File: src/rtl/shift_reg_seq.sv
// Parallel-load shift/rotate register that performs a programmed number of
// single-position steps, one per clock, under a start/busy/done handshake.
module shift_reg_seq #(
  parameter int WIDTH = 8,
  parameter int CNT_W = 4
) (
  input  logic             clk,
  input  logic             rst_n,
  input  logic             load,
  input  logic [WIDTH-1:0] in,
  input  logic             start,
  input  logic [CNT_W-1:0] amount,
  input  logic [2:0]       mode,
  input  logic             cin,
  output logic [WIDTH-1:0] out,
  output logic             cout,
  output logic             busy,
  output logic             done
);

  localparam logic ST_IDLE  = 1'b0;
  localparam logic ST_SHIFT = 1'b1;

  localparam logic [2:0] M_SHL = 3'b000;
  localparam logic [2:0] M_SHR = 3'b001;
  localparam logic [2:0] M_ROL = 3'b010;
  localparam logic [2:0] M_ROR = 3'b011;
  localparam logic [2:0] M_ASR = 3'b100;

  logic             state_q, state_d;
  logic [CNT_W-1:0] cnt_q,   cnt_d;
  logic [2:0]       mode_q,  mode_d;
  logic             cin_q,   cin_d;
  logic [WIDTH-1:0] data_q,  data_d;
  logic             cout_q,  cout_d;
  logic             done_q,  done_d;
  logic [WIDTH:0]   step_res;

  // One single-position step; returns {cout, data}. Reserved modes hold both.
  function automatic logic [WIDTH:0] step_f(input logic [2:0]       m,
                                            input logic             c,
                                            input logic [WIDTH-1:0] d,
                                            input logic             co);
    logic [WIDTH:0] r;
    case (m)
      M_SHL:   r = {d[WIDTH-1], d[WIDTH-2:0], c};
      M_SHR:   r = {d[0], c, d[WIDTH-1:1]};
      M_ROL:   r = {d[WIDTH-1], d[WIDTH-2:0], d[WIDTH-1]};
      M_ROR:   r = {d[0], d[0], d[WIDTH-1:1]};
      M_ASR:   r = {d[0], d[WIDTH-1], d[WIDTH-1:1]};
      default: r = {co, d};
    endcase
    return r;
  endfunction

  assign step_res = step_f(mode_q, cin_q, data_q, cout_q);

  always_comb begin
    state_d = state_q;
    cnt_d   = cnt_q;
    mode_d  = mode_q;
    cin_d   = cin_q;
    data_d  = data_q;
    cout_d  = cout_q;
    done_d  = 1'b0;
    case (state_q)
      ST_IDLE: begin
        if (load) begin
          data_d = in;
        end else if (start) begin
          if (amount != '0) begin
            state_d = ST_SHIFT;
            cnt_d   = amount;
            mode_d  = mode;
            cin_d   = cin;
          end else begin
            done_d = 1'b1;
          end
        end
      end
      default: begin
        // load/start are deliberately not looked at here: no queuing while busy.
        {cout_d, data_d} = step_res;
        cnt_d            = cnt_q - 1'b1;
        if (cnt_q == {{(CNT_W-1){1'b0}}, 1'b1}) begin
          state_d = ST_IDLE;
          done_d  = 1'b1;
        end
      end
    endcase
  end

  always_ff @(posedge clk or negedge rst_n) begin
    if (!rst_n) begin
      state_q <= ST_IDLE;
      cnt_q   <= '0;
      mode_q  <= '0;
      cin_q   <= 1'b0;
      data_q  <= '0;
      cout_q  <= 1'b0;
      done_q  <= 1'b0;
    end else begin
      state_q <= state_d;
      cnt_q   <= cnt_d;
      mode_q  <= mode_d;
      cin_q   <= cin_d;
      data_q  <= data_d;
      cout_q  <= cout_d;
      done_q  <= done_d;
    end
  end

  assign out  = data_q;
  assign cout = cout_q;
  assign busy = (state_q == ST_SHIFT);
  assign done = done_q;

endmodule

File: config.mk
export PLATFORM = sky130hd
export DESIGN_NAME = shift_reg_seq
export DESIGN_NICKNAME = d
export VERILOG_FILES = /design/src/rtl/shift_reg_seq.sv
export SDC_FILE = /design/constraint.sdc
export NUM_CORES = 1
export LEC_CHECK = 0
export CAP_MARGIN = 10
export CORE_UTILIZATION = 40
export CTS_CLUSTER_DIAMETER = 40
export DETAILED_ROUTE_END_ITERATION = 10
export PLACE_DENSITY = 0.76
export SLEW_MARGIN = 20
export SYNTH_ARGS = -nofsm -noshare
export SYNTH_HDL_FRONTEND = slang
export SYNTH_SLANG_ARGS = --single-unit
File: constraint.sdc
create_clock -name clk -period 1.45 [get_ports clk]
set_input_delay 0.29 -clock clk [delete_from_list [all_inputs] [get_ports clk]]
set_output_delay 0.29 -clock clk [all_outputs]
set_load 0.01 [all_outputs]
==> run summary <==
worst path bufs/invs = 1
CP peak stage delay = 460 ps
slew margin rel. = 80.5%
CP arrival = 1620 ps
Net Count, Synth = 132
CP Launch Type = input pin
CTS Sinks = 19
clock skew = 3.21 ps
P per Cell Area = 2180 nW/µm²
placed cells = 185
setup TNS = 0 ps
FF+latch count, synth = 19
Reg2Reg Depth = 4
drt wl/cell = 15.0 µm
TritonRoute pass-1 iters = 4
Max Cap Viol = 0
Post-Syn Area = 1150 µm²
hold_ws = 320 ps
first-pass GRT wire length = 4810 µm
fraction of registers with async set/reset = 100%
Die W = 55.6 µm
top-area cell type share of the netlist area = 41.3%
R2R Setup Slk = 40 ps
die extent in y = 55.6 µm
EDFF count, synth = 0
critical-path cell list = clkdlybuf4s50_1 > nor4_2 > nand2b_2 > nor2_4 > mux2_4
Top delay family on crit path = simple AND/OR/NAND/NOR gates
area growth from synthesis to layout = 46.1%
Core Util, Final = 61.5%
Setup CP Type = in -> reg
nets = 189
DIE AREA = 3090 µm²
initial antenna violation count = 0
Boundary Pins = 31
Worst Path Required = 1640 ps
syn avg cell area = 10.5 µm²
Core Area = 2730 µm²
Crit Path Max Fanout = 5
Distinct cells, synth = 40
Crit. Startpoint = amount[1]
Worst-Margin Slew = 292 ps
Post-Syn Instances = 110
FP Rows = 19
outcome = finished, final reports clean
Fin. Hold Viols = 0
worst min-delay path category = in -> async
post-route ant nets = 0
most common flop cell mapped by yosys = dfrtp_1
clock latency on the worst-skew pair = 300 ps
post-route cell area = 1680 µm²
register area share after synthesis = 41.3%
vias in the first global route = 1084
total CTS buffers = 3
via count = 1068
CP Depth = 5
Root Buffer = clkbuf_4
Critical Path End Type = flop
1st-iter DRT viols = 13
CP max-delay cell = clkdlybuf4s50_1
fin. max-slew vios = 0
synth cell count leaders = dfrtp_1 (19), nand2_1 (9), mux2i_1 (8), a21oi_1 (6), inv_1 (6)
Peak VDD IR = 0.00132 V
crit share post-route = 98.0%
Vias per Instance = 5.42
share of cells above drive strength 1 = 27.1%
Ys Warns = 0
Critical Path End = mode_q[0]
Yosys top cell by area = dfrtp_1
P_leak = 0.000776 µW
H-Tree Depth = 1
Reg clk slew, reported paths = 110 ps
Final Critical Period = 1420 ps
post-route insts no fill = 197
gr ovfl total = 0
Port Buffers = 30
DRC errors left = 0
count leader, synth = dfrtp_1
GPL Wtd Cong = 0.834
ANT cells = 0
Initial Utilization = 42.1%
Placed Area = 1600 µm²
RSZ-0062 raised after global routing = true
fmax = 0.704 GHz
# hold bufs at CTS = 0
CTS tree = done
worst r2r src = mode_q[1]
reg2reg end = out[7]
post-DP HPWL = 2190 µm
CTS max path bufs = 2
main area contributors after synthesis = dfrtp_1 (41%), mux2i_1 (7.0%), mux2_4 (5.2%), o211ai_1 (3.3%), a221oi_1 (3.0%)
final setup fails = 0
WL final = 2960 µm
Tot GR Track Use = 20.0%
largest net degree at the start of global routing = 20
-- per-stage QoR --
step                      total power (µW)  setup slack, ps
after global routing                  3940            -13.8
final                                 3660             28.7
after global placement                3210             -241
after floorplan                       2430              172
after detailed placement              3300             -278
after CTS                             3640             1.42
-- flip-flops by register name (all words and copies together), names as in the netlist --
register and cells:
cout 1, mode_q 3, cnt_q 4, out 8
done 1, busy 1, cin_q 1
-- cell families (layout without fill, tap and decap cells) --
logic type | after synthesis | count (layout) | synth area share, %
flops | 19 | 19 | 41.3
simple gates | 32 | 32 | 15.9
fa+ha+maj | 2 | 2 | 2.18
buf+inv | 10 | 66 | 4.35
xor+xnor | 2 | 2 | 1.52
compound gates | 32 | 32 | 21.5
mux | 13 | 13 | 13.2
-- metal layers --
layer | wire, µm | up-vias | share of wire, % | global-route usage, %
li1 | - | 517 | - | -
met1 | 1260 | 514 | 42 | 23.0
met2 | 1540 | 30 | 52 | 36.3
met5 | 0 | - | 0 | 0
met4 | 42 | 0 | 1.4 | 9.29
met3 | 126 | 7 | 4.3 | 3.02
-- worst reg2reg max path: stages (launching register included) --
cell and delay, ps:
dfrtp_1 440, nand2b_4 190, o21ai_4 270, o221ai_1 170
a32o_1 240
-- layout by cell type (no fill, tap or decap), types with 2 or more instances in the layout --
master	Yosys	routed
ha_1	2	2
xnor2_1	2	2
inv_1	6	6
nor3_1	2	2
a21oi_1	6	6
mux2i_1	8	8
nand2_1	9	9
dlygate4sd2_1	0	11
buf_4	1	26
o21ai_0	4	4
clkdlybuf4s50_1	0	19
clkbuf_4	0	3
dfrtp_1	19	18
nand3_1	5	5
o211ai_1	5	5
mux2_4	4	4
nor2_1	4	4
a221oi_1	4	3
nand2b_1	4	4
-- final cells by class --
type	count	area [µm²]
inverters	6	22.5
well taps	31	38.8
fillers	241	1050
repair buffers	56	482
flip-flops and latches	19	477
clock buffers	4	26.3
multi-input cells	81	634
-- power breakdown --
part           internal, µW  leakage [µW]  switching [µW]
sequential              804      0.000225             251
clock                   107     0.0000150             166
combinational          1250      0.000536            1080
-- what timing repair did --
action	in CTS	in global routing
endpoints found under the hold margin	0	0
pin swaps	0	0
setup buffers	8	0
endpoints found under the setup margin	11	8
gates resized for setup	11	3
-- how the worst min path moves through the flow --
stage           from  endpoint  slack [ps]  depth (start not counted)
6_report       rst_n    out[7]         320                          2
5_1_grt        rst_n    out[7]         330                          2
4_1_cts        rst_n    out[7]         330                          2
3_5_place_dp    cout      cout         490                          2
3_3_place_gp    cout      cout         470                          2
2_1_floorplan  rst_n      busy          -6                          0
Power figures use the tool's default switching activity.
